<file path="src/rtl/gpio_pkg.sv">
// Shared definitions for the GPIO peripheral.
// Register offsets, register width, byte-enable helper.
package gpio_pkg;

  localparam int REG_W = 32;

  localparam logic [2:0] OFF_OUT    = 3'd0;
  localparam logic [2:0] OFF_DIR    = 3'd1;
  localparam logic [2:0] OFF_IN     = 3'd2;
  localparam logic [2:0] OFF_IEN    = 3'd3;
  localparam logic [2:0] OFF_RISE   = 3'd4;
  localparam logic [2:0] OFF_FALL   = 3'd5;
  localparam logic [2:0] OFF_STATUS = 3'd6;

  // Expand 4 byte enables into a 32-bit bit mask.
  function automatic logic [REG_W-1:0] be_mask(
    input logic [3:0] be
  );
    logic [REG_W-1:0] m;
    m = '0;
    for (int b = 0; b < 4; b++) begin
      m[8*b +: 8] = {8{be[b]}};
    end
    return m;
  endfunction

endpackage

</file>
<file path="src/rtl/gpio_sync.sv">
// Multi-stage input synchroniser.
// Every stage resets to 0 asynchronously.
module gpio_sync #(
  parameter int W      = 8,
  parameter int STAGES = 2
) (
  input  logic         clk,
  input  logic         rst,
  input  logic [W-1:0] i_d,
  output logic [W-1:0] o_q
);

  logic [W-1:0] r_ff [STAGES];

  // Shift pad samples through the chain.
  always_ff @(posedge clk or posedge rst) begin
    if (rst) begin
      for (int k = 0; k < STAGES; k++) begin
        r_ff[k] <= '0;
      end
    end else begin
      r_ff[0] <= i_d;
      for (int k = 1; k < STAGES; k++) begin
        r_ff[k] <= r_ff[k-1];
      end
    end
  end

  assign o_q = r_ff[STAGES-1];

endmodule

</file>
<file path="src/rtl/gpio_port.sv">
// Memory-mapped GPIO port: direction, synced inputs,
// edge capture into W1C status, level interrupt.
module gpio_port
  import gpio_pkg::*;
#(
  parameter int              N_PINS      = 8,
  parameter int              ADDR_W      = 8,
  parameter logic [ADDR_W-1:0] BASE_ADDR = 8'h80,
  parameter int              SYNC_STAGES = 2
) (
  input  logic              clk,
  input  logic              rst,
  input  logic [ADDR_W-1:0] addr,
  input  logic [3:0]        be,
  input  logic [31:0]       wdata,
  input  logic              we,
  output logic [31:0]       q,
  input  logic [N_PINS-1:0] gpio_i,
  output logic [N_PINS-1:0] gpio_o,
  output logic [N_PINS-1:0] gpio_oe,
  output logic              irq
);

  localparam int N = N_PINS;
  localparam logic [2:0] ARM = 3'(SYNC_STAGES + 1);

  logic [N-1:0] r_out, r_dir, r_ien;
  logic [N-1:0] r_rise, r_fall, r_stat;
  logic [N-1:0] r_prev;
  logic [2:0]   r_arm_cnt;
  logic [31:0]  r_q;
  logic         r_irq;

  logic         w_hit, w_wr, w_armed;
  logic [2:0]   w_off;
  logic [31:0]  w_bm;
  logic [N-1:0] w_wm, w_wd, w_s;
  logic [N-1:0] w_rise_ev, w_fall_ev, w_set, w_clr;
  logic [N-1:0] w_out_n, w_dir_n, w_ien_n;
  logic [N-1:0] w_rise_n, w_fall_n, w_stat_n;
  logic [31:0]  w_rd;
  logic         w_unused;

  gpio_sync #(
    .W      (N),
    .STAGES (SYNC_STAGES)
  ) u_sync (
    .clk (clk),
    .rst (rst),
    .i_d (gpio_i),
    .o_q (w_s)
  );

  assign w_hit = addr[ADDR_W-1:5] ==
                 BASE_ADDR[ADDR_W-1:5];
  assign w_off = addr[4:2];
  assign w_wr  = we & w_hit;
  assign w_bm  = be_mask(be);
  assign w_wm  = w_bm[N-1:0];
  assign w_wd  = wdata[N-1:0];

  assign w_rise_ev = w_s & ~r_prev;
  assign w_fall_ev = ~w_s & r_prev;
  assign w_armed   = (r_arm_cnt == ARM);
  assign w_set     = w_armed ?
    ((r_rise & w_rise_ev) | (r_fall & w_fall_ev)) :
    '0;

  assign w_unused = &{1'b0, addr[1:0], wdata, w_bm};

  // Byte-masked register updates and W1C status.
  always_comb begin
    w_out_n  = r_out;
    w_dir_n  = r_dir;
    w_ien_n  = r_ien;
    w_rise_n = r_rise;
    w_fall_n = r_fall;
    w_clr    = '0;
    if (w_wr) begin
      case (w_off)
        OFF_OUT:
          w_out_n  = (r_out & ~w_wm) | (w_wd & w_wm);
        OFF_DIR:
          w_dir_n  = (r_dir & ~w_wm) | (w_wd & w_wm);
        OFF_IEN:
          w_ien_n  = (r_ien & ~w_wm) | (w_wd & w_wm);
        OFF_RISE:
          w_rise_n = (r_rise & ~w_wm) | (w_wd & w_wm);
        OFF_FALL:
          w_fall_n = (r_fall & ~w_wm) | (w_wd & w_wm);
        OFF_STATUS:
          w_clr    = w_wd & w_wm;
        default: ;
      endcase
    end
    w_stat_n = (r_stat & ~w_clr) | w_set;
  end

  // Read mux over current register contents.
  always_comb begin
    w_rd = '0;
    if (w_hit) begin
      case (w_off)
        OFF_OUT:    w_rd = REG_W'(r_out);
        OFF_DIR:    w_rd = REG_W'(r_dir);
        OFF_IN:     w_rd = REG_W'(w_s);
        OFF_IEN:    w_rd = REG_W'(r_ien);
        OFF_RISE:   w_rd = REG_W'(r_rise);
        OFF_FALL:   w_rd = REG_W'(r_fall);
        OFF_STATUS: w_rd = REG_W'(r_stat);
        default:    w_rd = '0;
      endcase
    end
  end

  // Register file, edge history, read data, irq.
  always_ff @(posedge clk or posedge rst) begin
    if (rst) begin
      r_out  <= '0;
      r_dir  <= '0;
      r_ien  <= '0;
      r_rise <= '0;
      r_fall <= '0;
      r_stat <= '0;
      r_prev <= '0;
      r_q    <= '0;
      r_irq  <= 1'b0;
    end else begin
      r_out  <= w_out_n;
      r_dir  <= w_dir_n;
      r_ien  <= w_ien_n;
      r_rise <= w_rise_n;
      r_fall <= w_fall_n;
      r_stat <= w_stat_n;
      r_prev <= w_s;
      r_q    <= w_rd;
      r_irq  <= |(w_stat_n & w_ien_n);
    end
  end

  // Hold off edge capture until the sync chain has settled.
  always_ff @(posedge clk or posedge rst) begin
    if (rst) begin
      r_arm_cnt <= '0;
    end else if (r_arm_cnt != ARM) begin
      r_arm_cnt <= r_arm_cnt + 3'd1;
    end
  end

  assign q       = r_q;
  assign gpio_o  = r_out;
  assign gpio_oe = r_dir;
  assign irq     = r_irq;

endmodule

</file>
<file path="config.mk">
export PLATFORM = sky130hd
export DESIGN_NAME = gpio_port
export DESIGN_NICKNAME = d
export VERILOG_FILES = /design/src/rtl/gpio_pkg.sv /design/src/rtl/gpio_sync.sv /design/src/rtl/gpio_port.sv
export SDC_FILE = /design/constraint.sdc
export NUM_CORES = 1
export LEC_CHECK = 0
export CAP_MARGIN = 20
export CELL_PAD_IN_SITES_DETAIL_PLACEMENT = 1
export CELL_PAD_IN_SITES_GLOBAL_PLACEMENT = 2
export CORE_UTILIZATION = 34
export CTS_CLUSTER_SIZE = 25
export DETAILED_ROUTE_END_ITERATION = 12
export PLACE_DENSITY = 0.9
export SYNTH_ARGS = -nofsm -noshare
export SYNTH_HDL_FRONTEND = slang
export SYNTH_SLANG_ARGS = --single-unit
</file>
<file path="constraint.sdc">
create_clock -name clk -period 4.2 [get_ports clk]
set_input_delay 0.63 -clock clk [delete_from_list [all_inputs] [get_ports clk]]
set_output_delay 0.63 -clock clk [all_outputs]
set_load 0.01 [all_outputs]
</file>
Word level (Yosys, flattened, before mapping)
Cells that the tools add are included.

storage, ports and cells
  register bits = 108
  bits of input ports = 55
  output and inout port bits = 49
  logic and storage cells = 59

cells by class
  $add $sub $neg = 1
  eq/ne operators = 9
  mux-type cells = 7
  bitwise gates (word level) = 24
  reduce and logical (&&, ||, !) cells = 6

operator list
  operator                                             count
  AND 8 bit                                            12
  bitwise OR 8 bit                                     7
  case mux 8 bit (7 select lines)                      1
  2-to-1 mux 8 bit                                     6
  inverter 8 bit                                       4
  equality test 3 bit, second input constant           4
  equality test 3 x 2 -> 1 bit, second input constant  3
  AND reduction 2 bit                                  4
  OR reduction 8 bit                                   1
  adder 3 x 1 -> 3 bit, second input constant          1
  equality test 3 x 1 -> 1 bit, second input constant  1
  zero test 3 bit                                      1
  != test 3 x 2 -> 1 bit, second input constant        1
  AND 1 bit                                            1

Depth between registers and ports, before layout
Gate-level depths: netlist (run 1).

  depth in word-level cells = 8
  gate-level depth with buffers = 7
  depth with buffers taken out = 5

By module
Synthesis (run 1) repeated with hierarchy kept, for this count alone.

unflattened totals
  cells, all modules = 321
  area total of the unflattened synthesis = 3,881.2 µm²

modules (own cells, without submodules)
  module     instances  cells an instance  area each (µm²)  sequential area each (µm²)
  gpio_port  1          296                3,417.0          1,701.6
  gpio_sync  1          25                 464.2            400.4

Worst setup path before layout (run 1)
OpenSTA, ideal clock, no wires.

  path type = input -> register
  from = input port addr[6]
  to = register r_irq (netlist: irq)
  setup time = 0.135 ns
  data arrival time = 2.266 ns
  data required time = 4.065 ns
  slack = 1.799 ns
  cell stages on the path = 6
  buffers on the path = 1
  path through = or3b_1 -> buf_2 -> nor3_2 -> mux2_2 -> a22oi_1 -> nand4_1

between the ends
  elaborated cells between the ends (all ways) = 9
  classes of those cells = eq/ne (1); mux (2); bitwise (5); reduce/logical (1)

RTL lines
  item                    RTL line          RTL
  start: declaration      gpio_port.sv:13   input logic [ADDR_W-1:0] addr,
  equality test 3 bit     gpio_port.sv:54   assign w_hit = addr[ADDR_W-1:5] ==
  AND 1 bit               gpio_port.sv:57   assign w_wr = we & w_hit;
  2-to-1 mux 8 bit        gpio_port.sv:79   if (w_wr) begin
  via w_ien_n[4]          gpio_port.sv:39   logic [N-1:0] w_out_n, w_dir_n, w_ien_n;
  AND 8 bit               gpio_port.sv:137  r_irq <= |(w_stat_n & w_ien_n);
  OR reduction 8 bit      gpio_port.sv:137
  end signal: assignment  gpio_port.sv:137
  end: declaration        gpio_port.sv:32   logic r_irq;

The timed path passes the listed nets, and every way through them passes these cells.
A chain may end at the register's enable or synchronous reset.

==> out/results.txt, run 1 <==
share of layout cells above drive strength 1 - 0.208
initial core utilization - 0.349
Setup CP Type - in -> reg
dominant cell type by area after synthesis - dfrtp_1
FF+latch count, synth - 84
NetSw - 0.484 mW
synth top area cells - dfrtp_1 56%, mux2_2 13%, buf_4 4.8%
min cycle time layout - 3030 ps
synth unique cells - 37
Worst Path Required - 4440 ps
peak supply drop - 0.197 mV
Max-Slew Margin vs Limit - 0.438
CTS sink count - 84
clock share of power - 0.340
top post-synthesis cells by count - 84 x dfrtp_1, 45 x mux2_2, 24 x buf_4, 16 x nand2_1, 14 x o21ai_0
CTS Buf Count - 9
clock latency on the worst-skew pair - 350 ps
vias - 2490
Hold Path Depth - 0
post-DR vias/cell - 5.02
initial antenna violation count - 0
pwr dens - 412 nW/µm²
GRT Util Overall - 0.167
crit end category - register
Starting DRT DRC Count - 102
clock skew - 5.70 ps
final net count - 408
async set-reset flop share out of synthesis - 1.00
TritonRoute pass-1 iters - 4
sequential share of power - 0.500
setup TNS - 0 ps
Worst EP arrival - 3270 ps
io pins - 104
number of hold violations in the final report - 0
post-placement cell count - 480
Synth top area share - 0.555
num rows - 38
Sw Ratio - 0.257
Max-cap violations - 0
clk slew on worst S/H paths - 80 ps
final std cells w/o fill - 496
H-tree Lvls - 3
outcome - finished clean
Final Wtd Congestion - 0.807
count leader, synth - dfrtp_1
ANT nets after route - 0
multi-input logic area - 1500 µm²
sequential fraction of the synthesis area - 0.555
number of setup buffers added after CTS - 0
final setup vio count - 0
Util after Layout - 0.422
dpl hpwl - 6000 µm
Slew @ Worst Pin - 841 ps
Root Buffer - clkbuf_8
grt total ovfl - 0
DRC viols - 0
Pint - 1.40 mW
Final period util - 0.721
Synth Instances - 298
FF+latch area - 2100 µm²
Post-synth top flop - dfrtp_1
Power, Total - 1.89 mW
CTS Hold Bufs - 0
Final Slew Violations - 0
CTS tree - built
vias in the first global route - 2720
Placeable Area - 10800 µm²
f_max - 330 MHz
P&R area growth vs syn - 20.8%
IO Port Bufs - 50
die area - 11600 µm²
mean post-synth cell area - 12.7 µm²
average wire per standard cell - 18.0 µm
Post-synth EDFFs - 0
FF-to-FF path depth - 5
Leak - 2.03 nW
CTS Buffer Depth - 2
synthesized area - 3790 µm²
Fillers - 1156
Die Y-Extent - 108 µm
post_cts resized - 0
chip width - 108 µm
hold_ws - 353 ps
drt total wl - 8950 µm
Yosys warnings - 0
ANT cells - 0
Comb pwr share - 0.160
unrepaired setup endpoints after global routing - no
CP Launch Type - input port
first-pass GRT wire length - 14400 µm
CP Max Fanout - 11
Hold Crit Class - reg -> reg
largest net degree at the start of global routing - 44
final cells by class:
class	instances	area share
Sequential cell	84	0.459
Multi-Input combinational cell	190	0.328
Timing Repair Buffer	55	0.118
Tap cell	140	0.0383
Clock buffer	12	0.0317
Clock inverter	4	0.0159
Inverter	11	0.00930
logic make-up (layout without fill, tap and decap cells):
| kind of cell | count (synthesis) | in the layout | synth area share |
|---|---|---|---|
| AO/OA/AOI/OAI | 47 | 47 | 0.0902 |
| AND/OR/NAND/NOR | 54 | 54 | 0.0813 |
| adder cells (fa/ha/maj) | 2 | 2 | 0.00661 |
| multiplexers | 62 | 62 | 0.192 |
| other | 1 | 24 | 0.000990 |
| buffers and inverters | 47 | 82 | 0.0717 |
| XOR/XNOR | 1 | 1 | 0.00231 |
| flip-flops | 84 | 84 | 0.555 |
stage by stage:
| step | instance area, µm² | setup slack [ps] |
|---|---|---|
| 2_1_floorplan | 3870 | 1400 |
| 3_3_place_gp | 4360 | 825 |
| 3_5_place_dp | 4360 | 795 |
| 4_1_cts | 4580 | 1180 |
| 5_1_grt | 4580 | 1100 |
| 6_report | 4580 | 1170 |
power groups by stage:
| stage | sequential, mW | clock [mW] | combinational (mW) |
|---|---|---|---|
| 2_1_floorplan | 0.951 | 0 | 0.200 |
| 3_3_place_gp | 0.952 | 0 | 0.291 |
| 3_5_place_dp | 0.960 | 0 | 0.302 |
| 4_1_cts | 0.944 | 0.659 | 0.305 |
| 5_1_grt | 0.955 | 0.690 | 0.330 |
| 6_report | 0.944 | 0.641 | 0.302 |
path summary, 6_finish.rpt:
kind | start | end | slack (ps)
worst max register to register | r_arm_cnt[0] | irq | 2460
worst min register to register | u_sync.r_ff[15] | u_sync.o_q[7] | 350
max in group asynchronous | rst | asynchronous set/reset pin | 2910
worst max-delay path | addr[7] | register | 1170
min in group asynchronous | rst | q[6] | 490
worst min-delay path | u_sync.r_ff[15] | u_sync.o_q[7] | 350
metal layers:
| metal | track usage | vias up | part of all wire |
|---|---|---|---|
| li1 | - | 1121 | - |
| met1 | 0.214 | 1295 | 0.44 |
| met2 | 0.283 | 63 | 0.51 |
| met3 | 0.0291 | 11 | 0.040 |
| met4 | 0.0587 | 0 | 0.011 |
| met5 | 0 | - | 0 |
layout by cell type, fill, tap and decap left out, types with 2 or more instances in the layout:
cell type	n
mux2_2	45
bufinv_16	2
conb_1	24
nor2_1	13
o41a_1	8
a22oi_1	7
inv_1	10
mux4_2	4
nor2_2	2
clkinv_2	2
nand3b_1	11
nand2_1	16
nor2b_1	2
a21oi_1	4
clkdlybuf4s50_1	50
clkbuf_8	10
a21o_1	8
mux2i_1	13
clkbuf_1	2
buf_4	5
o21ai_0	14
ha_1	2
dfrtp_1	84
nand3_1	2
worst max-delay path, stage by stage:
cell             delay, ps
clkdlybuf4s50_1        440
or3b_1                 570
or3_1                  570
nor3b_4                650
mux2_2                 410
No activity file was read; power rests on OpenSTA's default activity.
==> run 2: changes to the inputs <==
- CORE_UTILIZATION: 34 -> 31
- PLACE_DENSITY: 0.9 -> 0.83
- clock period: 4.2 -> 3 ns (I/O delays scaled with it)
==> run 2 against run 1 <==
  * Hold slack got worse by 37 ps
  * Design area increased by 4.5%
  * Largest power group unchanged
  * Clock power increased by 75%
  * Non-clock buffer count increased by 15
  * First-iteration DRC count increased by 6.9%
  * Critical path depth increased by 1
  * Combinational power increased by 41%
  * Critical path type unchanged
==> out/results.txt, run 2 (same netlist as run 1, synthesis figures left out) <==
Max-cap violations - 0
CTS tree - built
Max-Slew Margin vs Limit - 0.558
TritonRoute pass-1 iters - 4
Slew @ Worst Pin - 661 ps
critical path, cell by cell - clkdlybuf4s50_1 > or3b_1 > or3_1 > nor3b_4 > buf_4 > mux2_2
GRT Util Overall - 0.158
R2R Path Start - r_arm_cnt[0]
Fillers - 1257
vias - 2549
Design Area, Final - 4780 µm²
vias in the first global route - 2704
IO Port Bufs - 50
Starting DRT DRC Count - 109
post-DR vias/cell - 4.92
number of setup buffers added after CTS - 0
CP top delay family - simple AND/OR/NAND/NOR gates
die area - 12700 µm²
Worst EP arrival - 2720 ps
final setup vio count - 0
dpl hpwl - 6410 µm
initial antenna violation count - 0
most frequent cells in the layout - 84 x dfrtp_1, 50 x clkdlybuf4s50_1, 45 x mux2_2
unrepaired setup endpoints after global routing - no
FF-to-FF path depth - 5
number of hold violations in the final report - 0
clock skew - 6.10 ps
post_cts resized - 0
peak supply drop - 0.265 mV
largest net degree at the start of global routing - 43
crit-path max cell delay - 530 ps
min cycle time layout - 2480 ps
CP Max Fanout - 5
P&R area growth vs syn - 26.3%
Place WS - 175 ps
Die Y-Extent - 113 µm
Root Buffer - clkbuf_16
CTS Buf Count - 9
grt total ovfl - 0
clk slew on worst S/H paths - 60 ps
first-pass GRT wire length - 14800 µm
clock latency on the worst-skew pair - 350 ps
Final Slew Violations - 0
ANT cells - 0
most common cell after layout, fill and taps aside - dfrtp_1
CP Launch Type - input port
initial core utilization - 0.317
io pins - 104
setup ws final - 515 ps
Leak - 2.15 nW
share of layout cells above drive strength 1 - 0.245
final net count - 423
FF-to-FF setup slack - 1260 ps
pwr dens - 600 nW/µm²
ANT nets after route - 0
DRC viols - 0
average wire per standard cell - 17.7 µm
Worst Path Required - 3230 ps
drt total wl - 9150 µm
critical path's slowest cell - or3_1
CTS Buffer Depth - 2
hold_ws - 317 ps
f_max - 402 MHz
Placeable Area - 12000 µm²
dpl cell area - 4480 µm²
crit end category - register
Final period util - 0.828
chip width - 113 µm
H-tree Lvls - 3
worst reg2reg endpoint - irq
CTS sink count - 84
Hold Crit Class - in -> async
critical path depth - 6
num rows - 40
outcome - finished clean
Final Wtd Congestion - 0.761
Setup CP Type - in -> reg
CTS Hold Bufs - 0
CP Buf/Inv Count - 2
setup TNS - 0 ps
==> run 2: report_power, final <==
part           internal, mW  switching [mW]
registers              1.25          0.0712
logic                 0.229           0.197
clock network         0.665           0.457
==> run 2: how the worst max path moves through the flow <==
stage / start / to / slack, ps
floorplan: rst / asynchronous set/reset pin / 380
global placement: addr[7] / register / 210
detailed placement: addr[7] / register / 170
CTS: addr[7] / register / 510
global route: addr[7] / register / 440
finish: addr[7] / register / 520
==> run 2: area by class of cell <==
| cell class | instances | area, µm² | share of cell area |
|---|---|---|---|
| sequential | 84 | 2100 | 0.440 |
| timing repair buffer | 70 | 651 | 0.136 |
| tap | 147 | 184 | 0.0385 |
| clock inverter | 6 | 63.8 | 0.0133 |
| inverter | 11 | 42.5 | 0.00890 |
| multi-input combinational | 190 | 1500 | 0.314 |
| clock buffer | 10 | 239 | 0.0500 |
==> run 2: metal layers <==
metal / vias to the layer above / share of wire / track usage
met2: 72 / 0.50 / 0.256
met1: 1309 / 0.43 / 0.194
met3: 18 / 0.044 / 0.0556
met5: - / 0 / 0
met4: 0 / 0.023 / 0.0649
li1: 1150 / - / -
==> run 2: stage by stage <==
stage                     std cells  utilization  power (mW)
after floorplan                 321            -        1.61
after global placement          502        0.374        1.75
after detailed placement        502        0.374        1.77
after CTS                       518        0.400        2.91
after global routing            518        0.400        2.99
final                           518        0.400        2.87
==> run 3: changes to the inputs <==
- clock period: 3 -> 2.4 ns (I/O delays scaled with it)
==> run 3 against run 2 <==
  * Sequential share of layout area is 1.5 points lower
  * Clock skew hardly changed
  * Die area stayed put
  * Total power is 33% higher
  * Largest power group unchanged
  * Utilization is 1.4 points higher
  * Clock power is 43% higher
  * Routed wire length is 0.94% higher
  * Highest routed layer unchanged
  * Critical path depth is 1 higher
==> out/results.txt, run 3 (same netlist as run 1, synthesis figures left out) <==
initial antenna violation count - 0
DRC viols - 0
Comb pwr share - 0.144
CTS tree - built
ANT cells - 0
Final Wtd Congestion - 0.764
drt total wl - 9240 µm
io pins - 104
clock share of power - 0.421
Worst Path Required - 2620 ps
Final Slew Violations - 0
Root Buffer - clkbuf_16
final setup vio count - 0
Pint - 2.90 mW
Max-Slew Margin vs Limit - 0.519
Place WS - -347 ps
H-tree Lvls - 3
CTS Buf Count - 9
post-DR vias/cell - 4.82
Util after Layout - 0.414
min cycle time layout - 2340 ps
peak supply drop - 0.422 mV
most common cell after layout, fill and taps aside - dfrtp_1
setup ws final - 61.4 ps
IO Port Bufs - 50
num rows - 40
pwr dens - 768 nW/µm²
Die Y-Extent - 113 µm
ANT nets after route - 0
share of layout cells above drive strength 1 - 0.273
Slew @ Worst Pin - 719 ps
clock skew - 6.53 ps
first-pass GRT wire length - 15000 µm
CP Max Fanout - 4
Final period util - 0.974
post-placement cell count - 515
Fillers - 1261
CTS Buffer Depth - 2
clock latency on the worst-skew pair - 340 ps
average wire per standard cell - 17.4 µm
Max-cap violations - 0
CTS sink count - 84
largest net degree at the start of global routing - 85
Leak - 2.24 nW
number of setup buffers added after CTS - 0
f_max - 428 MHz
GRT Util Overall - 0.158
TritonRoute pass-1 iters - 4
final net count - 436
grt total ovfl - 0
outcome - finished clean
sequential share of power - 0.435
Worst EP arrival - 2560 ps
Hold Crit Class - reg -> reg
clk slew on worst S/H paths - 60 ps
dpl hpwl - 6520 µm
vias - 2561
most frequent cells in the layout - 84 x dfrtp_1, 50 x clkdlybuf4s50_1, 45 x mux2_2
Starting DRT DRC Count - 90
NetSw - 0.900 mW
P&R area growth vs syn - 30.6%
number of hold violations in the final report - 0
Setup CP Type - in -> reg
vias in the first global route - 2812
final std cells w/o fill - 531
die area - 12700 µm²
CP Launch Type - input port
unrepaired setup endpoints after global routing - no
Placeable Area - 12000 µm²
initial core utilization - 0.317
chip width - 113 µm
crit end category - register
Sw Ratio - 0.237
==> run 3: cell count changes in the layout (fill, tap and decap cells not counted), sizes merged <==
cell    before  now
buf         20   33
bufinv       1    3
clkinv       4    2
==> run 3: power by group through the flow <==
stage	combinational [mW]	sequential [mW]	clock [mW]
4_1_cts	0.554	1.65	1.65
2_1_floorplan	0.350	1.66	0
5_1_grt	0.600	1.67	1.70
6_report	0.547	1.65	1.60
3_3_place_gp	0.532	1.67	0
3_5_place_dp	0.550	1.68	0
==> run 3: worst paths after layout <==
path	start	endpoint	slack, ps	cells after the start
hold / removal	u_sync.r_ff[12]	u_sync.o_q[4]	350	0
setup / recovery	addr[7]	register	60	7
min in group asynchronous	rst	u_sync.r_ff[9]	480	3
hold reg to reg	u_sync.r_ff[12]	u_sync.o_q[4]	350	0
setup reg to reg	r_arm_cnt[0]	irq	620	5
max in group asynchronous	rst	u_sync.r_ff[10]	1560	3
==> run 3: repair_timing <==
item | in CTS | in global routing
gates resized for setup | 0 | 1
hold buffers | 0 | 0
endpoints found under the setup margin | 0 | 14
==> run 3: metrics by stage <==
step | hold WS, ps | instance area, µm² | TNS, ps | power (mW)
2_1_floorplan | 331 | 3880 | 0 | 2.01
3_3_place_gp | 332 | 4590 | -8300 | 2.20
3_5_place_dp | 336 | 4590 | -9600 | 2.23
4_1_cts | 350 | 4940 | 0 | 3.86
5_1_grt | 353 | 4950 | 0 | 3.97
6_report | 347 | 4950 | 0 | 3.80
==> run 3: worst max-delay path, cell delays in order <==
cell and delay (ps):
clkdlybuf4s50_1 450, or3b_1 440, or3_4 440, buf_4 160, nor3_4 190, buf_4 190
mux2_2 330
==> run 3: area by class of cell <==
type	instances	area (µm²)	share of cell area
sequential	84	2100	0.425
multi-input combinational	190	1510	0.304
tap	147	184	0.0372
timing repair buffer	83	761	0.154
clock inverter	6	111	0.0225
clock buffer	10	239	0.0483
inverter	11	45.0	0.00910
==> run 3: layer usage <==
metal | track usage | up-vias | routed length [µm]
met4 | 0.0498 | 0 | 102
met2 | 0.266 | 53 | 4700
met3 | 0.0400 | 10 | 352
li1 | - | 1176 | -
met5 | 0 | - | 0
met1 | 0.198 | 1322 | 4080
==> patch 1, RTL diff (settings of run 2) <==
Set the parameter `ADDR_W` to 9 (it was 8).
--- a/src/rtl/gpio_port.sv
+++ b/src/rtl/gpio_port.sv
@@ -5,5 +5,5 @@
 #(
   parameter int              N_PINS      = 8,
-  parameter int              ADDR_W      = 8,
+  parameter int              ADDR_W      = 9,
   parameter logic [ADDR_W-1:0] BASE_ADDR = 8'h80,
   parameter int              SYNC_STAGES = 2
Interface: changed (resized addr); port bits go from 104 to 105. No check against the original RTL was run, so the function may have changed too.
==> patch 1 against run 2 <==
Non-clock buffer count did not move; final area is 1.1% higher; routed wire length is 3.8% higher; die area increased by 1.7%; fmax up 10%; synthesized area is 1.7% higher; clock power increased by 4%; total power is 3.1% lower; sequential cell count did not move; worst setup slack gained 0.23 ns; highest routed layer unchanged.
==> patch 1: results (changes against run 2) <==
[detailed_routing]
wl_met2_mm=4.93  ; +8.0%
wirelength_mm=9.50  ; +3.8%
avgViaCountPerCell=4.81  ; -2.2%

[setup_path]
cp.arrival_ns=2.48  ; -0.24 ns
worst-path-max-fanout=10  ; +5

[global_routing]
grt_use_met2=0.281  ; +0.0250
grt_max_degree=47  ; +9.3%
grt_pass1_vias=2878  ; +6.4%
use_met3=0.0388  ; -0.0168
global_route.usage.met1=0.191  ; -0.00270

[sta]
worstMarginPinSlew_ns=0.701  ; +0.0400 ns

[placement]
routabilityCongestion=0.750  ; -1.4%
numPortBuffers=51  ; +2.0%
place_inst=524  ; +4.4%
dpl_cell_area_um2=4530  ; +1.1%
pre_cts_slack_ns=0.381  ; +0.206 ns

[pwr]
peakVddDrop_v=0.000269  ; +1.5%
p_comb_uw=334  ; -21%
p_leak_nw=2.14  ; -0.43%
p_clk_frac=0.419  ; +0.028
swShare=0.238  ; -0.0145
p_comb_frac=0.120  ; -0.028

[cells_and_area]
fillerInstances=1285  ; +2.2%

[run_status]
outcome=completed

[logic_synthesis]
synth_common_cells=dfrtp_1 (84), mux2_2 (46), buf_4 (25)
ys_seq_area_frac=0.546  ; -0.00920
netlist_instances=301  ; +1.0%
netlist_top_cells_area=dfrtp_1 (55%), mux2_2 (13%), buf_4 (4.9%)
yosysUniqueCellTypes=40  ; +8.1%

[worst_hold_path]
min-delay-path-class=flip-flop to flip-flop

==> patch 1: changes by cell type after synthesis, moves of 4 or more <==
cell / run 2 / this run
a21o_1: 8 / 0
o21ai_0: 14 / 10
nand4_1: 1 / 9
mux2i_1: 13 / 9
inv_1: 11 / 3
o41a_1: 8 / 0
a22o_1: 0 / 10
==> patch 1: final cells by class <==
| cell class | count | area (um2) | share of cell area |
|---|---|---|---|
| multi-input cells | 199 | 1540 | 0.318 |
| repair buffers | 70 | 666 | 0.138 |
| clock inverters | 4 | 73.8 | 0.0153 |
| inverters | 3 | 12.5 | 0.00259 |
| flip-flops and latches | 84 | 2100 | 0.435 |
| clock buffers | 11 | 233 | 0.0481 |
| well taps | 168 | 210 | 0.0435 |
==> patch 1: cells by family after synthesis <==
logic type / count (synthesis) / share of synthesized area
other cells: 1 / 0.000974
simple gates: 70 / 0.118
xor+xnor: 1 / 0.00227
fa+ha+maj: 2 / 0.00650
compound gates: 46 / 0.0854
buf+inv: 41 / 0.0773
mux: 56 / 0.164
flops: 84 / 0.546
==> patch 1: final timing paths <==
| check | startpoint | to | slack [ns] | cells after the start |
|---|---|---|---|---|
| setup / recovery | addr[6] | flip-flop | 0.75 | 7 |
| hold / removal | u_sync.r_ff[14] | u_sync.o_q[6] | 0.35 | 0 |
| setup reg to reg | r_arm_cnt[0] | irq | 1.17 | 5 |
| hold reg to reg | u_sync.r_ff[14] | u_sync.o_q[6] | 0.35 | 0 |
| max in group asynchronous | rst | async pin | 1.78 | 3 |
| min in group asynchronous | rst | r_arm_cnt[2] | 0.52 | 2 |
==> patch 1: worst max-delay path, cell delays in order <==
cell and delay [ns]:
clkdlybuf4s50_1 0.44, nor4b_4 0.34, buf_4 0.26, nand2_8 0.09, nor3_4 0.28, buf_4 0.25
mux2_2 0.35
==> patch 2, RTL diff (flow settings as in run 2) <==
Made on the original files. Register the output `irq` once more, without a reset; this adds one clock of latency there. The other outputs are not delayed to match.
--- a/src/rtl/gpio_port.sv
+++ b/src/rtl/gpio_port.sv
@@ -151,5 +151,7 @@
   assign gpio_o  = r_out;
   assign gpio_oe = r_dir;
-  assign irq     = r_irq;
+  always_ff @(posedge clk) begin
+    irq <= r_irq;
+  end
 
 endmodule
Behaviour: not the same (Yosys sat finds a counterexample within 10 cycles, from zero or initial values and one cycle with rst high).
==> patch 2 against run 2 <==
Worst hold slack improved by 0.032 ns; synthesized cell count is 0.34% higher; routed wire length is 0.98% higher; critical path depth did not move; final area increased by 1.4%; combinational power grew 2%; fmax shrank 3.2%; synthesized area grew 0.53%; total power up 4.0%; sequential cell count up 1; worst setup slack got worse by 0.083 ns; global-route usage increased by 0.10 points.
==> patch 2: results (changes against run 2) <==
[cells_and_area]
synthToLayoutAreaGrowth_pct=27.4
drive_above_1_share=0.244  ; -0.00132
fillerInstances=1291  ; +2.7%
nets=426  ; +0.71%

[sta]
maxSlewHeadroom=0.553  ; -0.00512
timing.hold.ws_ns=0.349  ; +0.0320 ns
skew_ns=0.00854  ; +0.00244 ns

[pwr]
p_comb_frac=0.145  ; -0.003
p_leak_nw=2.18  ; +1.6%
power_leader=registers
peakVddDrop_v=0.000266  ; about the same
p_clk_frac=0.404  ; +0.013
p_int_mw=2.26  ; +5.4%
p_comb_uw=432  ; +2%

[logic_synthesis]
synth_common_cells=dfrtp_1 (84), mux2_2 (45), buf_4 (24)
ys_warn_count=0  ; unchanged
async_flop_share=0.988  ; -0.0118
ys_seq_area_frac=0.557  ; +0.00234
yosysUniqueCellTypes=38  ; +2.7%
netlist_top_cells_area=dfrtp_1 (55%), mux2_2 (13%), buf_4 (4.7%)
netlist_instances=299  ; +0.34%

[detailed_routing]
drt_iter0_markers=91  ; -17%
wl_met2_mm=4.57  ; about the same
via_count=2514  ; -1.4%
avgViaCountPerCell=4.83  ; -1.8%
dr_wl_met3_um=392  ; -3.4%
top_layer=met4
wirelength_met1_mm=4.12  ; +3.8%
wirelength_mm=9.24  ; +0.98%

[clock_tree]
cts_resized=0  ; unchanged
path_clk_slew_ns=0.06  ; about the same

[worst_hold_path]
hold_end=irq
min-delay-path-class=flip-flop to flip-flop

[setup_path]
crit_path_start=addr[7]
cp-end-kind=flip-flop
cp.arrival_ns=2.80  ; +0.08 ns
timing.rr.start=r_arm_cnt[0]
r2r-end=r_irq
worst-path-max-fanout=4  ; -1

[placement]
pre_cts_slack_ns=0.0676  ; -0.107 ns
place_inst=505  ; +0.60%
dpl_cell_area_um2=4530  ; +1.1%
place_hpwl_mm=6.53  ; +1.8%
routabilityCongestion=0.759  ; -0.24%

[global_routing]
grt_max_degree=48  ; +12%
grt_pass1_vias=2716  ; +0.44%
grtUsageTotal=0.160  ; +0.00103
use_met3=0.0509  ; -0.00473
grt_use_met2=0.259  ; +0.00295
grt_pass1_wl_mm=14.9  ; +0.94%
global_route.usage.met1=0.198  ; +0.00417

[run_status]
outcome=completed

## patch 2: area by class of cell
type                    instances  area (um2)  area share
clock buffers                  11         243      0.0501
multi-input cells             190        1500       0.309
inverters                      11        42.5     0.00877
well taps                     147         184      0.0379
clock inverters                 4        80.1      0.0165
flip-flops and latches         85        2120       0.438
repair buffers                 72         678       0.140
## patch 2: kinds of logic (layout without fill, tap and decap cells)
group / after synthesis / after routing / synth area share
AOI/OAI and AO/OA: 47 / 47 / 0.0897
xor gates and xnor gates: 1 / 1 / 0.00230
adders and majority gates: 2 / 2 / 0.00657
buffers and inverters: 47 / 98 / 0.0713
DFF: 85 / 85 / 0.557
muxes: 62 / 62 / 0.191
other: 1 / 24 / 0.000985
and+or+nand+nor: 54 / 54 / 0.0808
## patch 2: worst max-delay path, delay by kind of cell
kind / cells / cell delay, ns
buffers and inverters: 2 / 0.70
multiplexers: 1 / 0.34
AND/OR/NAND/NOR: 3 / 1.30
